## src/rtl/hazard_trk_if.sv

```systemverilog
// hazard_trk_if
//   Bundle between the hazard unit / decode stage and hazard_tracker.
//   D-stage register tags, decode controls, the E-stage condition result and
//   the hazard-unit stall/flush controls flow into the tracker. Address
//   matches and qualified write/PC-write controls flow back out.
//   master : hazard unit / decode side (drives tags and controls)
//   slave  : hazard_tracker (consumes tags, produces matches)
interface hazard_trk_if #(
  parameter int REG_AW = 4
);
  logic              FetchValidF;
  logic [REG_AW-1:0] RA1D;
  logic [REG_AW-1:0] RA2D;
  logic [REG_AW-1:0] WA3D;
  logic              RegWriteD;
  logic              MemtoRegD;
  logic              BranchD;
  logic              CondExE;
  logic              StallD;
  logic              FlushD;
  logic              FlushE;

  logic              Match_1E_M;
  logic              Match_1E_W;
  logic              Match_2E_M;
  logic              Match_2E_W;
  logic              Match_12D_E;
  logic              RegWriteM;
  logic              RegWriteW;
  logic              MemtoRegE;
  logic              PCWrPendingF;
  logic              PCSrcW;

  modport master (
    output FetchValidF, RA1D, RA2D, WA3D, RegWriteD, MemtoRegD, BranchD,
           CondExE, StallD, FlushD, FlushE,
    input  Match_1E_M, Match_1E_W, Match_2E_M, Match_2E_W, Match_12D_E,
           RegWriteM, RegWriteW, MemtoRegE, PCWrPendingF, PCSrcW
  );

  modport slave (
    input  FetchValidF, RA1D, RA2D, WA3D, RegWriteD, MemtoRegD, BranchD,
           CondExE, StallD, FlushD, FlushE,
    output Match_1E_M, Match_1E_W, Match_2E_M, Match_2E_W, Match_12D_E,
           RegWriteM, RegWriteW, MemtoRegE, PCWrPendingF, PCSrcW
  );
endinterface

```

## src/rtl/hazard_tracker.sv

```systemverilog
// hazard_tracker
//   Tag pipeline that runs beside the datapath pipeline registers. It carries
//   register addresses, write enables, load and PC-write flags down the
//   D/E/M/W stages, honours StallD/FlushD/FlushE, and produces the address
//   matches and qualified controls consumed by the hazard unit. No data
//   values are held, only tags and valid bits.
// Ports
//   clk    : clock, all state on the rising edge
//   reset  : asynchronous active-low reset (0 = reset)
//   hz     : hazard_trk_if.slave bundle (tags/controls in, matches out)
//   StallCount, FlushCount : saturating perf counters, present only when the
//            HAZARD_TRK_PERF_EN macro is defined
// Build option
//   HAZARD_TRK_PERF_EN : adds the StallCount/FlushCount counters and ports.
module hazard_tracker #(
  parameter int REG_AW = 4,
  parameter int PC_REG = 15
`ifdef HAZARD_TRK_PERF_EN
  , parameter int CNT_W = 16
`endif
) (
  input  logic              clk,
  input  logic              reset,
  hazard_trk_if.slave       hz
`ifdef HAZARD_TRK_PERF_EN
  , output logic [CNT_W-1:0] StallCount,
  output logic [CNT_W-1:0]   FlushCount
`endif
);

  localparam logic [REG_AW-1:0] PC_ADDR = REG_AW'(PC_REG);

  // D stage
  logic              d_valid_q, d_valid_d;
  // E stage
  logic              e_valid_q, e_valid_d;
  logic [REG_AW-1:0] e_ra1_q, e_ra1_d;
  logic [REG_AW-1:0] e_ra2_q, e_ra2_d;
  logic [REG_AW-1:0] e_wa3_q, e_wa3_d;
  logic              e_reg_write_q, e_reg_write_d;
  logic              e_mem_to_reg_q, e_mem_to_reg_d;
  logic              e_pc_src_q, e_pc_src_d;
  // M stage
  logic [REG_AW-1:0] m_wa3_q, m_wa3_d;
  logic              m_reg_write_q, m_reg_write_d;
  logic              m_pc_src_q, m_pc_src_d;
  // W stage
  logic [REG_AW-1:0] w_wa3_q, w_wa3_d;
  logic              w_reg_write_q, w_reg_write_d;
  logic              w_pc_src_q, w_pc_src_d;

  // Decode instruction will write the PC, either as a branch or as an
  // ordinary register write that happens to target PC_REG.
  logic pc_src_dec;

  always_comb begin
    pc_src_dec = d_valid_q & (hz.BranchD | (hz.RegWriteD & (hz.WA3D == PC_ADDR)));

    // Flush beats stall when both arrive together.
    if (hz.FlushD)      d_valid_d = 1'b0;
    else if (hz.StallD) d_valid_d = d_valid_q;
    else                d_valid_d = hz.FetchValidF;

    // A FlushE bubble clears only the control bits; addresses keep their old
    // values, which is harmless because every match is gated by e_valid_q.
    e_ra1_d        = e_ra1_q;
    e_ra2_d        = e_ra2_q;
    e_wa3_d        = e_wa3_q;
    e_valid_d      = 1'b0;
    e_reg_write_d  = 1'b0;
    e_mem_to_reg_d = 1'b0;
    e_pc_src_d     = 1'b0;
    if (!hz.FlushE) begin
      e_valid_d      = d_valid_q;
      e_ra1_d        = hz.RA1D;
      e_ra2_d        = hz.RA2D;
      e_wa3_d        = hz.WA3D;
      e_reg_write_d  = hz.RegWriteD & d_valid_q;
      e_mem_to_reg_d = hz.MemtoRegD & d_valid_q;
      e_pc_src_d     = pc_src_dec;
    end

    // A failed condition in E cancels the write side effects downstream.
    m_wa3_d       = e_wa3_q;
    m_reg_write_d = e_reg_write_q & hz.CondExE;
    m_pc_src_d    = e_pc_src_q & hz.CondExE;

    w_wa3_d       = m_wa3_q;
    w_reg_write_d = m_reg_write_q;
    w_pc_src_d    = m_pc_src_q;
  end

  always_ff @(posedge clk or negedge reset) begin
    if (!reset) begin
      d_valid_q      <= 1'b0;
      e_valid_q      <= 1'b0;
      e_ra1_q        <= '0;
      e_ra2_q        <= '0;
      e_wa3_q        <= '0;
      e_reg_write_q  <= 1'b0;
      e_mem_to_reg_q <= 1'b0;
      e_pc_src_q     <= 1'b0;
      m_wa3_q        <= '0;
      m_reg_write_q  <= 1'b0;
      m_pc_src_q     <= 1'b0;
      w_wa3_q        <= '0;
      w_reg_write_q  <= 1'b0;
      w_pc_src_q     <= 1'b0;
    end else begin
      d_valid_q      <= d_valid_d;
      e_valid_q      <= e_valid_d;
      e_ra1_q        <= e_ra1_d;
      e_ra2_q        <= e_ra2_d;
      e_wa3_q        <= e_wa3_d;
      e_reg_write_q  <= e_reg_write_d;
      e_mem_to_reg_q <= e_mem_to_reg_d;
      e_pc_src_q     <= e_pc_src_d;
      m_wa3_q        <= m_wa3_d;
      m_reg_write_q  <= m_reg_write_d;
      m_pc_src_q     <= m_pc_src_d;
      w_wa3_q        <= w_wa3_d;
      w_reg_write_q  <= w_reg_write_d;
      w_pc_src_q     <= w_pc_src_d;
    end
  end

  // Matches are raw address compares; RegWrite qualification is done by the
  // hazard unit using RegWriteM/RegWriteW.
  assign hz.Match_1E_M   = e_valid_q & (e_ra1_q == m_wa3_q);
  assign hz.Match_1E_W   = e_valid_q & (e_ra1_q == w_wa3_q);
  assign hz.Match_2E_M   = e_valid_q & (e_ra2_q == m_wa3_q);
  assign hz.Match_2E_W   = e_valid_q & (e_ra2_q == w_wa3_q);
  assign hz.Match_12D_E  = d_valid_q & e_valid_q &
                           ((hz.RA1D == e_wa3_q) | (hz.RA2D == e_wa3_q));
  assign hz.RegWriteM    = m_reg_write_q;
  assign hz.RegWriteW    = w_reg_write_q;
  assign hz.MemtoRegE    = e_mem_to_reg_q;
  assign hz.PCWrPendingF = pc_src_dec | e_pc_src_q | m_pc_src_q;
  assign hz.PCSrcW       = w_pc_src_q;

`ifdef HAZARD_TRK_PERF_EN
  logic [CNT_W-1:0] stall_cnt_q, stall_cnt_d;
  logic [CNT_W-1:0] flush_cnt_q, flush_cnt_d;

  // Both counters stop at all-ones rather than wrapping.
  always_comb begin
    stall_cnt_d = stall_cnt_q;
    flush_cnt_d = flush_cnt_q;
    if (hz.StallD && (stall_cnt_q != '1))
      stall_cnt_d = stall_cnt_q + 1'b1;
    if ((hz.FlushD || hz.FlushE) && (flush_cnt_q != '1))
      flush_cnt_d = flush_cnt_q + 1'b1;
  end

  always_ff @(posedge clk or negedge reset) begin
    if (!reset) begin
      stall_cnt_q <= '0;
      flush_cnt_q <= '0;
    end else begin
      stall_cnt_q <= stall_cnt_d;
      flush_cnt_q <= flush_cnt_d;
    end
  end

  assign StallCount = stall_cnt_q;
  assign FlushCount = flush_cnt_q;
`endif

endmodule

```

## src/flat_wrapper.sv

```systemverilog
// flat-port wrapper written by rule: the top's interface ports become plain ports
module hazard_tracker_flat 
#(
  parameter int REG_AW = 4,
  parameter int PC_REG = 15

)
  (clk, reset, hz_FetchValidF, hz_RA1D, hz_RA2D, hz_WA3D, hz_RegWriteD, hz_MemtoRegD, hz_BranchD, hz_CondExE, hz_StallD, hz_FlushD, hz_FlushE, hz_Match_1E_M, hz_Match_1E_W, hz_Match_2E_M, hz_Match_2E_W, hz_Match_12D_E, hz_RegWriteM, hz_RegWriteW, hz_MemtoRegE, hz_PCWrPendingF, hz_PCSrcW);
  hazard_trk_if #(.REG_AW(REG_AW)) hz_i ();
  input  logic clk;
  input  logic reset;
  input wire logic [$bits(hz_i.FetchValidF)-1:0] hz_FetchValidF;
  input wire logic [$bits(hz_i.RA1D)-1:0] hz_RA1D;
  input wire logic [$bits(hz_i.RA2D)-1:0] hz_RA2D;
  input wire logic [$bits(hz_i.WA3D)-1:0] hz_WA3D;
  input wire logic [$bits(hz_i.RegWriteD)-1:0] hz_RegWriteD;
  input wire logic [$bits(hz_i.MemtoRegD)-1:0] hz_MemtoRegD;
  input wire logic [$bits(hz_i.BranchD)-1:0] hz_BranchD;
  input wire logic [$bits(hz_i.CondExE)-1:0] hz_CondExE;
  input wire logic [$bits(hz_i.StallD)-1:0] hz_StallD;
  input wire logic [$bits(hz_i.FlushD)-1:0] hz_FlushD;
  input wire logic [$bits(hz_i.FlushE)-1:0] hz_FlushE;
  output wire logic [$bits(hz_i.Match_1E_M)-1:0] hz_Match_1E_M;
  output wire logic [$bits(hz_i.Match_1E_W)-1:0] hz_Match_1E_W;
  output wire logic [$bits(hz_i.Match_2E_M)-1:0] hz_Match_2E_M;
  output wire logic [$bits(hz_i.Match_2E_W)-1:0] hz_Match_2E_W;
  output wire logic [$bits(hz_i.Match_12D_E)-1:0] hz_Match_12D_E;
  output wire logic [$bits(hz_i.RegWriteM)-1:0] hz_RegWriteM;
  output wire logic [$bits(hz_i.RegWriteW)-1:0] hz_RegWriteW;
  output wire logic [$bits(hz_i.MemtoRegE)-1:0] hz_MemtoRegE;
  output wire logic [$bits(hz_i.PCWrPendingF)-1:0] hz_PCWrPendingF;
  output wire logic [$bits(hz_i.PCSrcW)-1:0] hz_PCSrcW;
  assign hz_i.FetchValidF = hz_FetchValidF;
  assign hz_i.RA1D = hz_RA1D;
  assign hz_i.RA2D = hz_RA2D;
  assign hz_i.WA3D = hz_WA3D;
  assign hz_i.RegWriteD = hz_RegWriteD;
  assign hz_i.MemtoRegD = hz_MemtoRegD;
  assign hz_i.BranchD = hz_BranchD;
  assign hz_i.CondExE = hz_CondExE;
  assign hz_i.StallD = hz_StallD;
  assign hz_i.FlushD = hz_FlushD;
  assign hz_i.FlushE = hz_FlushE;
  assign hz_Match_1E_M = hz_i.Match_1E_M;
  assign hz_Match_1E_W = hz_i.Match_1E_W;
  assign hz_Match_2E_M = hz_i.Match_2E_M;
  assign hz_Match_2E_W = hz_i.Match_2E_W;
  assign hz_Match_12D_E = hz_i.Match_12D_E;
  assign hz_RegWriteM = hz_i.RegWriteM;
  assign hz_RegWriteW = hz_i.RegWriteW;
  assign hz_MemtoRegE = hz_i.MemtoRegE;
  assign hz_PCWrPendingF = hz_i.PCWrPendingF;
  assign hz_PCSrcW = hz_i.PCSrcW;
  hazard_tracker #(.REG_AW(REG_AW), .PC_REG(PC_REG)) u_core (.clk(clk), .reset(reset), .hz(hz_i));
endmodule
```

## config.mk

```make
export PLATFORM = sky130hd
export DESIGN_NAME = hazard_tracker_flat
export DESIGN_NICKNAME = d
export VERILOG_FILES = /design/src/rtl/hazard_trk_if.sv /design/src/rtl/hazard_tracker.sv /design/src/flat_wrapper.sv
export SDC_FILE = /design/constraint.sdc
export NUM_CORES = 1
export LEC_CHECK = 0
export BUFFER_PORTS_ARGS = -buffer_cell sky130_fd_sc_hd__buf_2
export CAP_MARGIN = 10
export CORE_MARGIN = 2
export CORE_UTILIZATION = 46
export CTS_CLUSTER_SIZE = 30
export DETAILED_ROUTE_END_ITERATION = 6
export GPL_TIMING_DRIVEN = 1
export PLACE_DENSITY = 0.79
export SYNTH_ARGS = -nofsm -noshare
export SYNTH_HDL_FRONTEND = slang
export SYNTH_SLANG_ARGS = --single-unit
```

## constraint.sdc

```tcl
create_clock -name clk -period 0.9 [get_ports clk]
set_clock_uncertainty 0.1 [all_clocks]
set_input_delay 0.045 -clock clk [delete_from_list [all_inputs] [get_ports clk]]
set_output_delay 0.045 -clock clk [all_outputs]
set_load 0.02 [all_outputs]
```

Word level (Yosys, flattened, before mapping):

Index checks and enable logic that the tools add are counted.

* flip-flop bits (word level): 29
* latch bits: 0
* memories: 0
* word-level logic and storage cells: 44
* output and inout bits: 10
* bits in read-only memories: 0
* RAM bits: 0

* shift operators: 0
* add/sub/neg operators: 0
* div/mod/pow operators: 0
* multipliers: 0
* mux-type cells: 6
* $lt $le $gt $ge: 0
* reductions and logical operators: 0
* bitwise gates (word level): 16
* equal/unequal tests: 8

Operators with widths (number)
* equality test 4 bit: 6
* bitwise AND 1 bit: 12
* two-way mux 1 bit: 6
* equality test 4 bit, second input constant: 1
* bitwise OR 1 bit: 4
* inequality test 2 x 1 -> 1 bit, second input constant: 1

Depth between registers and ports, before layout:

Gate-level depths: netlist of the first run.

* depth in word-level cells: 6
* gate-level depth with buffers: 3

Least setup slack after synthesis of the first run:

Ideal clock, no wire load.

* kind: reg2out
* start point: register u_core.m_wa3_q[3]
* end point: output hz_Match_1E_M
* arrival time: 1.276 ns
* cell stages (with the launch flop): 3
* buffers on the path: 0
* setup slack: -0.521 ns
* cell sequence: dfrtp_1 -> xor2_1 -> nor4_1

* cells in the longest elaborated chain, start to end: 2

Ends and longest elaborated chain
* from (decl): RTL line hazard_tracker.sv:44 `logic [REG_AW-1:0] m_wa3_q, m_wa3_d;`
* from (signal assigned): RTL line hazard_tracker.sv:118 `m_wa3_q <= m_wa3_d;`
* equality test 4 bit: RTL line hazard_tracker.sv:129 `assign hz.Match_1E_M = e_valid_q & (e_ra1_q == m_wa3_q);`
* bitwise AND 1 bit: RTL line hazard_tracker.sv:129
* to (decl): RTL line flat_wrapper.sv:23 `output wire logic [$bits(hz_i.Match_1E_M)-1:0] hz_Match_1E_M;`

No other way between the ends.

Final worst setup path of the first run:

Ends and elaborated chain as after synthesis.

==> impl_metrics.yaml, run 1 <==
clock_network:
  clockBufferDepth: 2
  tritoncts: "done"
  postCtsHoldBufs: 16
  cts_buffers: 5
  root_buffer: "clkbuf_4"
  clk_latency_ns: 0.32
  path_clk_slew_ns: 0.09
  htree_levels: 2
  cts.sinks: 29
floorplanning:
  die_w_um: 55.3
  fp.dieArea_sq_um: 3060
  design.core.area_sq_um: 2480
  start_util_pct: 48.9
  chipHeight_um: 55.3
  ios: 32
  rows: 18
run:
  maxCapViolations: 0
global_routing:
  grt_remaining_overflow: 0
  grt_pass1_wl_mm: 4.94
  grtUsageTotal_pct: 21.7
  grt_max_degree: 30
  antenna_found_initial: 0
  grt_pass1_vias: 1105
power_and_ir_drop:
  ir_drop_uv: 1450
  p_leak_nw: 0.936
  p_sw_mw: 0.832
  p_sw_share_pct: 28.0
  finalPower_mw: 2.97
  p_int_mw: 2.13
  clkPwrFrac_pct: 24.5
  seqPwrFrac_pct: 51.7
  combPwrFrac_pct: 23.7
  cellPowerDensity_nw_per_um2: 1490
yosys:
  muxShareOfSynthArea_pct: 12.0
  synth_top_family_by_area: "XOR/XNOR gates"
  synth_fa_ha_area_share_pct: 0
  synth_xor_area_share_pct: 17.3
  netlist_area_sq_um: 1210
  ys.warnings.count: 0
  yosys.area.top_type: "dfrtp_1"
  synth_nets: 111
  synth_top_area_share_pct: 59.9
  syn_inst: 89
  ys_ff_latch: 29
  synth-simple-area-share_pct: 8.57
  synth_area_leaders: "dfrtp_1 60%, mux2_1 11%, xnor2_1 8.7%"
  syn_area_per_cell_sq_um: 13.6
  synth_compound_area_share_pct: 1.86
  synth_seq_area_share_pct: 59.9
  ys_types: 16
placed_design:
  dp_cells: 157
  dp_slack_ns: -0.322
  place_area_sq_um: 1550
  io_buffers: 31
  place.gp.congestion: 0.733
  dpl.hpwl_mm: 1.78
finish:
  postLayoutCoreUtil_pct: 80.2
  stdcell_count: 189
  drive_gt1_share_pct: 52.2
  final_nets: 180
  syn2layout_area_growth_pct: 63.9
  antenna_cells: 0
  finish.instance_area_sq_um: 1990
  fill_cells: 128
detailed_routing:
  viasPerCell: 5.04
  remaining_drc_errors: 0
  detail_route.wl_per_cell_um: 16.2
  ant_nets: 0
  routed_wl_mm: 3.07
  first_pass_iters: 4
  via_count: 952
  drt_iter0_drc: 12
run_status:
  violations: "hold timing, setup timing"
  status: "complete, but fails checks"
sta:
  setup_violations: 25
  tightest_slew_ns: 0.456
  rsz0062_at_grt: "yes"
  period_minus_slack_ns: 1.59
  totalNegativeSetupSlack_ns: -5.78
  fin_ws_ns: -0.694
  finalHoldViolCount: 4
  finalMaxSlewViolations: 0
  fmax_mhz: 628
  period_share_pct: 177
  hold-worst-slack_ns: -0.0491
  slew_headroom_pct: 69.6
setup_path:
  cp_data_arrival_time_ns: 1.45
  critical_path_class: "flip-flop to primary output"
  slowest_stage: "dfrtp_1"
  required_ns: 0.75
  path_cells: "xor2_1 > nor4_4 > buf_4"
  end_kind: "primary output"
  crit_path_max_fanout: 3
  cp-start-kind: "flip-flop"
  cpPeakStageDelay_ns: 0.43
hold_path:
  hold_path_class: "primary input to flip-flop"
## placed cells by master, fill, tap and decap left out
cell / count
xor2_2: 1
nor4_4: 4
xnor2_1: 9
xnor2_2: 3
a211o_1: 1
nand4_1: 2
dfrtp_1: 24
buf_12: 1
buf_6: 15
dfrtp_2: 5
clkbuf_4: 5
and2_4: 3
buf_4: 10
clkbuf_1: 3
nand2_1: 5
dlygate4sd3_1: 16
xor2_1: 11
and3_1: 1
nor2_1: 1
and2_1: 2
a21oi_2: 1
mux2i_2: 1
mux2_4: 12
nor2b_4: 1
a31o_1: 1
buf_2: 21
## critical path: cells and delay by family, from the launching register on
family	cells	cell delay, ns
simple gates	1	0.30
buf+inv	1	0.18
flops	1	0.43
xor+xnor	1	0.22
## state kept, by name, summed over array words and instances, names as in the netlist
| signal | cells |
|---|---|
| u_core.w_wa3_q | 4 |
| u_core.m_wa3_q | 4 |
| u_core.e_ra2_q | 4 |
| u_core.m_pc_src_q | 1 |
| u_core.e_wa3_q | 4 |
| u_core.d_valid_q | 1 |
| u_core.e_ra1_q | 4 |
| u_core.hz.MemtoRegE | 1 |
| u_core.hz.PCSrcW | 1 |
| u_core.e_valid_q | 1 |
| u_core.hz.RegWriteW | 1 |
| u_core.e_pc_src_q | 1 |
| u_core.hz.RegWriteM | 1 |
| u_core.e_reg_write_q | 1 |
## synth_stat cells (all sizes together)
cell type	instances
dfrtp	29
mux2	12
xnor2	12
xor2	12
and2	5
nand2	5
nor4	4
nand4	2
a211o	1
a21oi	1
a31o	1
and3	1
buf	1
mux2i	1
nor2	1
nor2b	1
## area by class of cell
type	count	area, sq um	share of cell area (%)
Multi-Input combinational cell	59	639	32.2
Tap cell	30	37.5	1.89
Sequential cell	29	732	36.8
Timing Repair Buffer	63	529	26.6
Clock buffer	8	48.8	2.46
## cell families (layout without fill, tap and decap cells)
logic type,after synthesis,count (layout)
flops,29,29
xor+xnor,24,24
simple gates,19,19
mux,13,13
compound gates,3,3
buf+inv,1,71
## repair_timing
action                     CTS  global route
setup endpoints to repair   25            27
pin swaps                    9             3
setup buffers                4             6
resized for setup           33            17
hold endpoints to repair    47             4
## power groups by stage
stage	logic (mW)	clock network [mW]	registers (mW)
6_report	0.703	0.728	1.53
5_1_grt	0.751	0.821	1.55
4_1_cts	0.628	0.740	1.52
3_5_place_dp	0.483	0	1.54
3_3_place_gp	0.470	0	1.53
2_1_floorplan	0.303	0	1.52
## path summary, 6_finish.rpt
kind	cells after the start	start	slack (ns)	to
worst max register to register	3	u_core.e_wa3_q[3]$_DFFE_PN0N_	-0.22	u_core.e_wa3_q[3]$_DFFE_PN0N_
worst min-delay path	3	hz_WA3D[3]	-0.05	u_core.e_wa3_q[3]$_DFFE_PN0N_
max in group asynchronous	3	reset	0.43	u_core.e_wa3_q[0]$_DFFE_PN0N_
worst min register to register	0	u_core.m_pc_src_q$_DFF_PN0_	0.29	u_core.hz.PCSrcW$_DFF_PN0_
worst max-delay path	3	u_core.m_wa3_q[3]$_DFF_PN0_	-0.69	hz_Match_1E_M
min in group asynchronous	3	reset	0.09	u_core.e_ra1_q[1]$_DFFE_PN0N_
## routing by layer
layer  track usage [%]  wire length [um]  vias to the layer above
li1                  -                 -                      440
met5                 0                 0                        -
met3              7.03               163                       11
met1              24.7              1140                      462
met4              10.8               109                        0
met2              36.4              1660                       39
No activity file was read; power rests on OpenSTA's default activity.
==> run 2, diff against run 1 <==
--- a/config.mk
+++ b/config.mk
@@ -5,14 +5,14 @@
 export SDC_FILE = /design/constraint.sdc
 export NUM_CORES = 1
 export LEC_CHECK = 0
-export BUFFER_PORTS_ARGS = -buffer_cell sky130_fd_sc_hd__buf_2
-export CAP_MARGIN = 10
+export CAP_MARGIN = 20
 export CORE_MARGIN = 2
-export CORE_UTILIZATION = 46
+export CORE_UTILIZATION = 54
 export CTS_CLUSTER_SIZE = 30
 export DETAILED_ROUTE_END_ITERATION = 6
+export DONT_BUFFER_PORTS = 1
 export GPL_TIMING_DRIVEN = 1
-export PLACE_DENSITY = 0.79
+export PLACE_DENSITY = 0.77
 export SYNTH_ARGS = -nofsm -noshare
 export SYNTH_HDL_FRONTEND = slang
 export SYNTH_SLANG_ARGS = --single-unit
==> impl_metrics.yaml, run 2 (synthesized netlist as in run 1, its figures left out) <==
run_status:
  status: "complete, but fails checks"
  violations: "hold timing, setup timing"
setup_path:
  cp-start-kind: "flip-flop"
  critPathTopFamily: "flip-flops"
  r2r_slack_ns: -0.15
  cp_data_arrival_time_ns: 1.50
  crit_buf_inv: 1
  crit_path_max_fanout: 4
  path_cells: "xnor2_1 > nand4_1 > a21oi_2 > buf_4"
  cpPeakStageDelay_ns: 0.46
  critical_path_class: "flip-flop to primary output"
  required_ns: 0.75
  end_kind: "primary output"
  slowest_stage: "dfrtp_2"
placed_design:
  dpl.hpwl_mm: 1.64
  io_buffers: 0
  place.gp.congestion: 0.771
  dp_cells: 125
  dp_slack_ns: -0.294
power_and_ir_drop:
  ir_drop_uv: 1430
  p_leak_nw: 0.818
  cellPowerDensity_nw_per_um2: 1670
floorplanning:
  chipHeight_um: 51.4
  fp.dieArea_sq_um: 2640
  design.core.area_sq_um: 2170
  die_w_um: 51.4
  ios: 32
  start_util_pct: 55.9
  rows: 17
global_routing:
  grt_use_met3_pct: 6.14
  antenna_found_initial: 0
  grt_pass1_wl_mm: 4.33
  grt_max_degree: 30
  use_met1_pct: 26.3
  grt_pass1_vias: 928
  top_usage_layer: "met2"
  met2_usage_pct: 42.1
  grtUsageTotal_pct: 24.2
  grt_remaining_overflow: 0
sta:
  hold-worst-slack_ns: -0.321
  slew_headroom_pct: 78.8
  period_share_pct: 182
  totalNegativeSetupSlack_ns: -5.26
  rsz0062_at_grt: "yes"
  fmax_mhz: 609
  fin_ws_ns: -0.741
  tightest_slew_ns: 0.317
  period_minus_slack_ns: 1.64
  finalMaxSlewViolations: 0
  finalHoldViolCount: 16
  setup_violations: 27
detailed_routing:
  viasPerCell: 5.20
  remaining_drc_errors: 0
  first_pass_iters: 4
  via_count: 821
  ant_nets: 0
  routed_wl_mm: 2.91
  drt_iter0_drc: 10
  detail_route.wl_per_cell_um: 18.4
run:
  maxCapViolations: 0
clock_network:
  cts.sinks: 29
  root_buffer: "clkbuf_4"
  htree_levels: 2
  cts_buffers: 5
  tritoncts: "done"
  clk_latency_ns: 0.33
  clockBufferDepth: 2
  path_clk_slew_ns: 0.09
  postCtsHoldBufs: 20
finish:
  most-common-layout-cells: "23 x dfrtp_1, 17 x dlygate4sd3_1, 12 x xor2_1, 12 x mux2_4, 11 x xnor2_1"
  postLayoutCoreUtil_pct: 82.9
  final_nets: 151
  antenna_cells: 0
  final_common_cell: "dfrtp_1"
  drive_gt1_share_pct: 39.2
  stdcell_count: 158
  syn2layout_area_growth_pct: 48.4
hold_path:
  hold_path_class: "primary input to flip-flop"
[run 2: cell count changes in the layout (fill, tap and decap cells not counted), moves of 2 or more]
| cell | before | now |
|---|---|---|
| buf_4 | 10 | 7 |
| xnor2_2 | 3 | 1 |
| buf_2 | 21 | 0 |
| dlymetal6s4s_1 | 0 | 2 |
| clkbuf_8 | 0 | 2 |
| xnor2_1 | 9 | 11 |
| buf_6 | 15 | 7 |
| clkbuf_1 | 3 | 0 |
[run 2: final cells by class]
class | instances | area, sq um
Clock inverter | 1 | 5.00
Multi-Input combinational cell | 59 | 614
Sequential cell | 29 | 733
Timing Repair Buffer | 34 | 347
Fill cell | 100 | 370
Clock buffer | 7 | 65.1
Tap cell | 28 | 35.0
[run 2: final timing paths]
kind / cells past startpoint / from / end
worst max register to register: 3 / u_core.d_valid_q$_DFFE_PN0P_ / u_core.hz.MemtoRegE$_DFF_PN0_
worst max-delay path: 4 / u_core.e_wa3_q[3]$_DFFE_PN0N_ / hz_Match_12D_E
min in group asynchronous: 2 / reset / u_core.m_pc_src_q$_DFF_PN0_
max in group asynchronous: 2 / reset / u_core.e_wa3_q[0]$_DFFE_PN0N_
worst min-delay path: 1 / hz_FlushE / u_core.e_valid_q$_DFF_PN0_
worst min register to register: 0 / u_core.m_pc_src_q$_DFF_PN0_ / u_core.hz.PCSrcW$_DFF_PN0_
[run 2: power breakdown]
part	switching (mW)	internal (mW)	total, mW
sequential	0.124	1.41	1.53
clock	0.443	0.452	0.895
combinational	0.233	0.341	0.574
[run 2: layer usage]
metal  share of wire (%)  wire [um]  vias to the layer above
li1                    -          -                      386
met1                  41       1180                      405
met2                  53       1540                       26
met3                 5.1        149                        4
met4                 1.1         31                        0
met5                   0          0                        -
[run 2: timing repair]
action / CTS / global route
pin swaps: 1 / 4
cloned: 0 / 0
endpoints found under the hold margin: 48 / 16
resized for setup: 13 / 17
setup buffers: 3 / 5
setup endpoints to repair: 25 / 27
[run 2: metrics by stage]
stage	total power, mW	cell area (sq um)	hold WS, ns
global placement	1.89	1390	-0.350
detailed placement	1.91	1390	-0.350
global route	3.14	1800	-0.345
CTS	2.94	1730	-0.334
floorplan	1.82	1290	-0.351
finish	3.00	1800	-0.321
